===== src/rtl/bcd_entry_7b.sv =====
// Two-digit BCD keypad entry with leading-zero blanked echo and a fixed
// three-cycle shift-add conversion of the entry to a 7-bit binary count.
module bcd_entry_7b (
  input  logic       clk,
  input  logic       reset,
  input  logic [3:0] digit_in,
  input  logic       digit_stb,
  input  logic       enter,
  input  logic       clear,
  output logic       busy,
  output logic [6:0] cnt_out,
  output logic       cnt_valid,
  output logic       err,
  output logic [3:0] disp_d1,
  output logic [3:0] disp_d0
);

  typedef enum logic [2:0] {
    S_IDLE,
    S_ONE,
    S_TWO,
    S_MUL,
    S_ADD
  } state_t;

  state_t     state, state_next;
  logic [3:0] d1, d1_next;
  logic [3:0] d0, d0_next;
  logic [6:0] acc, acc_next;
  logic [6:0] cnt_next;
  logic       valid_next;
  logic       err_next;
  logic       digit_ok;

  assign digit_ok = (digit_in <= 4'd9);

  // NOTE: every output of this block gets a default first, so no path leaves
  // a variable unassigned and no latch is inferred.
  always_comb begin
    state_next = state;
    d1_next    = d1;
    d0_next    = d0;
    acc_next   = acc;
    cnt_next   = cnt_out;
    valid_next = 1'b0;
    err_next   = 1'b0;

    unique case (state)
      S_IDLE, S_ONE, S_TWO: begin
        // Strobe priority while accepting input: clear, then enter, then digit.
        if (clear) begin
          d1_next    = 4'd0;
          d0_next    = 4'd0;
          state_next = S_IDLE;
        end else if (enter) begin
          if (state == S_IDLE) err_next   = 1'b1;
          else                 state_next = S_MUL;
        end else if (digit_stb) begin
          if (!digit_ok) begin
            err_next = 1'b1;
          end else if (state == S_IDLE) begin
            d1_next    = 4'd0;
            d0_next    = digit_in;
            state_next = S_ONE;
          end else begin
            d1_next    = d0;
            d0_next    = digit_in;
            state_next = S_TWO;
          end
        end
      end
      S_MUL: begin
        acc_next   = {d1, 3'b000} + {2'b00, d1, 1'b0};
        state_next = S_ADD;
      end
      S_ADD: begin
        cnt_next   = acc + {3'b000, d0};
        valid_next = 1'b1;
        d1_next    = 4'd0;
        d0_next    = 4'd0;
        state_next = S_IDLE;
      end
      default: state_next = S_IDLE;
    endcase
  end

  // NOTE: sequential state uses non-blocking assignments so every register
  // samples the values from before this edge, independent of statement order.
  always_ff @(posedge clk) begin
    if (reset) begin
      state     <= S_IDLE;
      d1        <= 4'd0;
      d0        <= 4'd0;
      acc       <= 7'd0;
      cnt_out   <= 7'd0;
      cnt_valid <= 1'b0;
      err       <= 1'b0;
    end else begin
      state     <= state_next;
      d1        <= d1_next;
      d0        <= d0_next;
      acc       <= acc_next;
      cnt_out   <= cnt_next;
      cnt_valid <= valid_next;
      err       <= err_next;
    end
  end

  assign busy = (state == S_MUL) || (state == S_ADD);

  // Blanking follows how many digits were entered, not their values.
  always_comb begin
    disp_d1 = 4'hF;
    disp_d0 = 4'hF;
    unique case (state)
      S_ONE: disp_d0 = d0;
      S_TWO, S_MUL, S_ADD: begin
        disp_d1 = d1;
        disp_d0 = d0;
      end
      default: ;
    endcase
  end

endmodule


===== config.mk =====
export PLATFORM = sky130hd
export DESIGN_NAME = bcd_entry_7b
export DESIGN_NICKNAME = d
export VERILOG_FILES = /design/src/rtl/bcd_entry_7b.sv
export SDC_FILE = /design/constraint.sdc
export NUM_CORES = 1
export LEC_CHECK = 0
export CAP_MARGIN = 20
export CORE_MARGIN = 2
export CORE_UTILIZATION = 46
export CTS_CLUSTER_SIZE = 14
export DETAILED_ROUTE_END_ITERATION = 8
export PLACE_DENSITY = 0.74
export SYNTH_ARGS = -nofsm -noshare
export SYNTH_HDL_FRONTEND = slang
export SYNTH_SLANG_ARGS = --single-unit

===== constraint.sdc =====
create_clock -name clk -period 2 [get_ports clk]
set_clock_uncertainty 0.1 [all_clocks]
set_input_delay 0.4 -clock clk [delete_from_list [all_inputs] [get_ports clk]]
set_output_delay 0.4 -clock clk [all_outputs]
set_load 0.01 [all_outputs]

# Word-level counts from Yosys, hierarchy flattened
# Cells that the tools add are included.
# totals
input_bits	9
out_inout_bits	18
register_bits	27
# op_classes
mux	25
reduce_logical	9
addsub	2
n_lt_le_gt_ge	1
eq_ne	10
bitwise_logic	1
# ops
cell	n
$mux 4	11
$pmux 4 s2	2
$mux 3	5
$ne 4x4->1 const B	3
$ne 3x3->1 const B	3
$reduce_or 3->1	3
$add 7x4->7	1
$add 7x5->7	1
$eq 3x2->1 const B	2
$pmux 3 s2	1
$mux 1	5
$le 4x4->1 const B	1
$reduce_and 4->1	1
$reduce_or 4->1	1
$eq 3x1->1 const B	1
$eq 3x3->1 const B	1
$logic_not 3->1	1
$reduce_and 3->1	1
$mux 2	1
$reduce_bool 2->1	1
$logic_or 1x1->1	1
$not 1->1	1

# Logic depth before layout (Yosys ltp)
# Gate-level depths: netlist (run 1).
# logic_depth
word_depth	7
depth_mapped	6
ltp_nobuf	6

# Least setup slack after synthesis (run 1)
# Ideal clock, no wire load.
# synth_path
kind	register to register
start	register d0[1]
end	register cnt_out[5]
arrival_time_ps	1426
n_path_buf	0
setup_time_ps	86
period_less_slack_ps	1612
stages_incl_launch_ff	7
slack_ps	388
path_cell_list	dfxtp_1 > ha_1 > fa_1 > a21oi_1 > nor2b_1 > xnor2_1 > a211oi_1
# synth_via
elab_chain_len	1
# synth_rtl
element	line_no	source
from (decl)	28	logic [3:0] d0, d0_next;
from (signal assigned)	101	d0 <= d0_next;
$add 7x4->7	77	cnt_next = acc + {3'b000, d0};
to (signal assigned)	103	cnt_out <= cnt_next;
to (decl)	11	output logic [6:0] cnt_out,
# Every way passes these cells.
# A chain may end at the register's enable or synchronous reset.

# Worst setup path in the final report (run 1)
# layout_path
start	register state[0]
end	output port disp_d1[2]
# layout_via
elab_chain_len	3
elab_cells_between_ends	5
cone_classes	3 x eq/ne; 1 x mux; 1 x reduce/logical
# layout_rtl
element	line_no	source
from (decl)	26	state_t state, state_next;
from (signal assigned)	99	state <= state_next;
$eq 3x2->1 / $eq 3x3->1 (equally long branches)	115	unique case (state)
$reduce_or 3->1 (*)	115	
$mux 4 (*)	115	
to (decl)	14	output logic [3:0] disp_d1,
# Mark *: on every way between the ends. The rest lies on a longest branch, timed or not.

==> metrics, run 1 <==
Num Clock Sinks 26; net switching share of the total power 20.4%; Slew HR 69.8%; synthesized area 1290 um2; CTS Buf Count 3; fraction of registers with async set/reset 0%; Slew Viols, Final 0; part of the Yosys area used for sequential elements 40.3%; Core Util, Final 64.1%; clock-pin slew on the worst setup and hold paths 0.13 ns; crit path from state[0]; clock share of power 36.7%; Min Clock Period, post-route 1.98 ns; routed len/inst 12.6 um; largest net degree at the start of global routing 16; Die Span X 57.0 um; layout net count 202; Mapped Cells 146; Area contributors post-synth dfxtp_1 40%, nand2_1 8.1%, ha_1 4.8%; first-pass GRT wire length 4780 um; multiplexer share of the synthesized area 3.10%; layer with the highest usage met2; post-synthesis adder-cell area fraction 7.95%; cell taking the most area after synthesis dfxtp_1; Placeable Area 2710 um2; Vias/cell 5.27; Comb pwr share 9.2%; LEAKAGE 0.662 nW; Die Ht 57.0 um; Synth Area in Compound Gates 14.1%; Port Buf Inserts 26; FP Rows 19; Sequential Power Share 54.1%; Routed Antenna Nets 0; met3 Use GR 4.76%; CP Max Fanout 3; sw power 0.000197 W; worst path required time 1.50 ns; ys flop type dfxtp_1; mean post-synth cell area 8.84 um2; fillers 247; initial antenna violation count 0; Fmax 504 MHz; Clock Tree Buf Depth 2; Post-synth EDFFs 0; Setup Viol. Count Final 0; Period Utilization, post-route 99.2%; routed vias 1138; drt total wl 2720 um; Post-route DRC 0; Worst VDD drop 0.000755 V; Worst Hold Class reg2reg; worst-margin pin slew 0.449 ns; DP HPWL 2100 um; Int Pwr 0.000770 W; GRT Total Usage 18.8%; cts hold-fix bufs 0; RSZ-0062 raised after global routing true; post-synthesis xor/xnor area fraction 4.07%; crit path kind reg2out; Post-Synth Simple-Gate Area 27.2%; final hold viol count 0; number of synthesized register bits 26; die area 3250 um2; maxcap violations 0; TritonRoute pass-1 iters 4; drt initial violations 32; # IOs 27; launching point of the worst reg2reg path d0[1]; largest family of logic cells by synthesized area simple AND/OR/NAND/NOR gates; critical path launch point type register; share of the synthesized area in the top cell type 40.3%; flop2flop setup slack 0.24 ns; vias in the first global route 1132; Root Buffer clkbuf_4; GRT Residual Overflow 0; Layout area overhead 34.6%; status finished, final reports clean; CP Capture Point disp_d1[2]; Worst-Skew Late Latency 0.32 ns; Setup TNS 0 ns; Mapped Nets 162; Yosys cell types 32; worst r2r path cells 6; gpl congestion 0.782; Worst EP arrival 1.48 ns; met1 Resource Use GR 21.3%; Tot Pwr 0.000967 W; grt met2 use 33.0%; Power Dens Cells 557 nW/um2; Crit Reg-Reg Endpoint cnt_out[5]; ant diodes 0; htree depth 1; layout cell share with drive strength beyond 1 19.5%; initial core utilization 47.6%; CTS tree built; hold_sp cnt_out[2]; Yosys Warn Count 0; crit end category primary output
[worst min path at each step]
stage,to,slack (ns),cells past startpoint
2_1_floorplan,acc[1],0.34,2
3_3_place_gp,cnt_out[2],0.34,2
3_5_place_dp,cnt_out[2],0.35,2
4_1_cts,cnt_out[0],0.37,2
5_1_grt,cnt_out[2],0.39,2
6_report,cnt_out[2],0.37,2
[timing repair]
item                       in CTS  in global routing
cloned                          0                  0
setup endpoints to repair       9                  8
resized for setup              29                  8
buffers inserted                3                  1
pin swaps                       3                  1
[logic make-up (layout without fill, tap and decap cells)]
logic type / after synthesis / count (layout)
simple gates: 69 / 69
compound gates: 26 / 26
flops: 26 / 26
buf+inv: 8 / 47
fa+ha+maj: 7 / 7
xor+xnor: 6 / 6
mux: 4 / 4
[metal layers]
layer,vias to the layer above,part of all wire (%)
li1,585,-
met1,526,44
met2,23,49
met3,4,4.7
met4,0,1.8
met5,-,0
[metrics by stage]
| stage | instances | hold slack, ns | setup WS [ns] | instance area, um2 |
|---|---|---|---|---|
| after detailed placement | 208 | 0.349 | 0.00903 | 1640 |
| after CTS | 215 | 0.371 | -0.000357 | 1740 |
| after global placement | 208 | 0.345 | 0.0524 | 1640 |
| after global routing | 216 | 0.390 | -0.0556 | 1740 |
| final | 216 | 0.367 | 0.0150 | 1740 |
| after floorplan | 146 | 0.340 | 0.388 | 1290 |
[power groups by stage]
stage / registers [W] / logic, W / clock network [W]
floorplan: 0.000535 / 0.0000410 / 0
global placement: 0.000536 / 0.0000828 / 0
detailed placement: 0.000536 / 0.0000841 / 0
CTS: 0.000524 / 0.0000864 / 0.000365
global route: 0.000524 / 0.0000963 / 0.000387
finish: 0.000523 / 0.0000889 / 0.000355
[flip-flops by register name, summed over array words and instances, names as in the netlist]
register	flops
d0	4
d1	4
err	1
cnt_valid	1
cnt_out	7
state	3
acc	6
[area by class of cell]
type	count	area, um2	area share (%)
multi-input combinational	112	761	43.8
sequential	26	529	30.5
timing repair buffer	42	353	20.3
tap	31	38.8	2.23
clock inverter	1	30.0	1.73
clock buffer	3	22.5	1.30
inverter	1	3.75	0.216
[cell usage after synthesis, types with 4 or more instances]
cell type and count:
a211oi_1 6, buf_2 4, nor2_1 13, xnor2_1 6
a21oi_1 11, or2_1 4, dfxtp_1 26, mux2i_1 4
nand2_1 28, ha_1 5, a32o_1 4, nand2b_1 5
[cell usage in the layout (no fill, tap or decap), types with 4 or more instances in the layout]
cell,Yosys,final
ha_1,5,5
a211oi_1,6,6
clkdlybuf4s50_1,0,17
dfxtp_1,26,23
nand2_1,28,28
or2_1,4,4
a32o_1,4,4
nand2b_1,5,5
xnor2_1,6,5
a21oi_1,11,11
buf_4,0,15
nor2_1,13,12
mux2i_1,4,4
[worst max-delay path: stages (launching register included)]
cell	delay, ns
dfxtp_4	0.39
nor3b_4	0.22
nor2_2	0.07
buf_4	0.14
or2_1	0.20
buf_2	0.14
Note: power is estimated with default switching activity, not from simulation.
==> inputs of run 2 (changes only) <==
Clock period 2 ns to 2.1 ns, I/O delays scaled along.
==> metrics, run 2 (synthesis results as in run 1) <==
status complete, but fails checks; violated checks setup timing; initial core utilization 47.6%; first-pass GRT wire length 4620 um; Setup Viol. Count Final 3; worst-margin pin slew 0.431 ns; Placeable Area 2710 um2; Power Dens Cells 481 nW/um2; dpl cell area 1630 um2; layout net count 197; Biggest register cnt_out; CTS tree built; CP Max Fanout 6; Period Utilization, post-route 107%; RSZ-0062 raised after global routing true; crit end category primary output; Slew HR 71.1%; # IOs 27; TritonRoute pass-1 iters 4; maxcap violations 0; Int Pwr 0.000644 W; Min Clock Period, post-route 2.25 ns; drt total wl 2730 um; GRT Residual Overflow 0; layout cell share with drive strength beyond 1 13.9%; Top Layer Used met4; Fmax 444 MHz; Post-Route M1 WL 1240 um; max reg flops 7; Routed Antenna Nets 0; CTS Buf Count 3; crit path kind reg2out; final hold viol count 0; post-route cell area 1720 um2; GRT Total Usage 18.0%; htree depth 1; Clock Tree Buf Depth 2; DP HPWL 2170 um; commonest non-fill, non-tap cells in the layout 28 x nand2_1, 23 x dfxtp_1, 20 x clkdlybuf4s50_1; met2 wire length 1380 um; fillers 227; Comb pwr share 9.6%; Post-route DRC 0; Vias/cell 5.24; worst path required time 1.58 ns; Root Buffer clkbuf_4; initial antenna violation count 0; critical path launch point type register; largest net degree at the start of global routing 20; Worst-Skew Late Latency 0.32 ns; Hold Worst Slack 0.366 ns; setup ws final -0.151 ns; Num Clock Sinks 26; Worst Hold Class reg2reg; WL met3 99 um; post-CTS setup buffer count 0; Slew Viols, Final 0; die area 3250 um2; Die Ht 57.0 um; Port Buf Inserts 26; clock-pin slew on the worst setup and hold paths 0.13 ns; gpl congestion 0.813; Die Span X 57.0 um; clock share of power 30.1%; net switching share of the total power 22.3%; Sequential Power Share 60.3%; Multi-input gate area 766 um2; ant diodes 0; routed len/inst 12.9 um; LEAKAGE 0.632 nW; Worst VDD drop 0.000414 V; drt initial violations 22; Layout area overhead 33.3%; biggest regs cnt_out (7), acc (6); FF/Latch Area 527 um2; Worst EP arrival 1.73 ns; sw power 0.000185 W; most common cell after layout, fill and taps aside nand2_1; vias in the first global route 1065; routed vias 1105; FP Rows 19
==> run 2: worst paths after layout <==
check | cells after the start | slack (ns) | endpoint | start
hold reg to reg | 2 | 0.37 | cnt_out[2] | cnt_out[2]
hold / removal | 2 | 0.37 | cnt_out[2] | cnt_out[2]
setup / recovery | 4 | -0.15 | disp_d1[1] | state[0]
setup reg to reg | 6 | 0.34 | cnt_out[5] | d0[1]
==> run 2: final cells by class <==
class,instances,share of cell area (%)
Tap cell,31,2.25
Multi-Input combinational cell,112,44.5
Sequential cell,26,30.6
Inverter,1,0.218
Clock buffer,4,2.11
Timing Repair Buffer,37,20.3
==> run 2: per-layer routing <==
metal  vias up  global-route usage, %
met5         -                      0
met2        18                   32.3
met3         2                   4.08
li1        575                      -
met4         0                   3.99
met1       510                   22.0
==> run 2: metrics by stage <==
step	cells	setup slack (ns)	util (%)	total power, W	setup TNS (ns)
6_report	211	-0.151	63.5	0.000829	-0.257
5_1_grt	211	-0.220	63.5	0.000864	-0.469
4_1_cts	211	-0.160	63.0	0.000836	-0.756
3_5_place_dp	207	0.0320	60.3	0.000589	0
3_3_place_gp	207	0.0704	60.3	0.000587	0
2_1_floorplan	146	0.488	-	0.000549	0
==> run 2: critical path, stage by stage (launching register included) <==
cell and delay (ns):
dfxtp_4 0.40, nor3b_4 0.25, nor2_4 0.08, or2_1 0.21
clkdlybuf4s50_1 0.47
==> run 2: what timing repair did <==
action / 4_1_cts / 5_1_grt
setup endpoints to repair: 9 / 7
pin swaps: 2 / 0
hold buffers: 0 / 0
hold endpoints to repair: 0 / 0
gates resized for setup: 11 / 5
==> run 2: power groups by stage <==
stage          logic (W)  registers (W)  clock network, W
2_1_floorplan  0.0000391       0.000510                 0
3_3_place_gp   0.0000763       0.000511                 0
3_5_place_dp   0.0000779       0.000511                 0
4_1_cts        0.0000794       0.000500          0.000257
5_1_grt        0.0000859       0.000501          0.000277
6_report       0.0000793       0.000500          0.000249
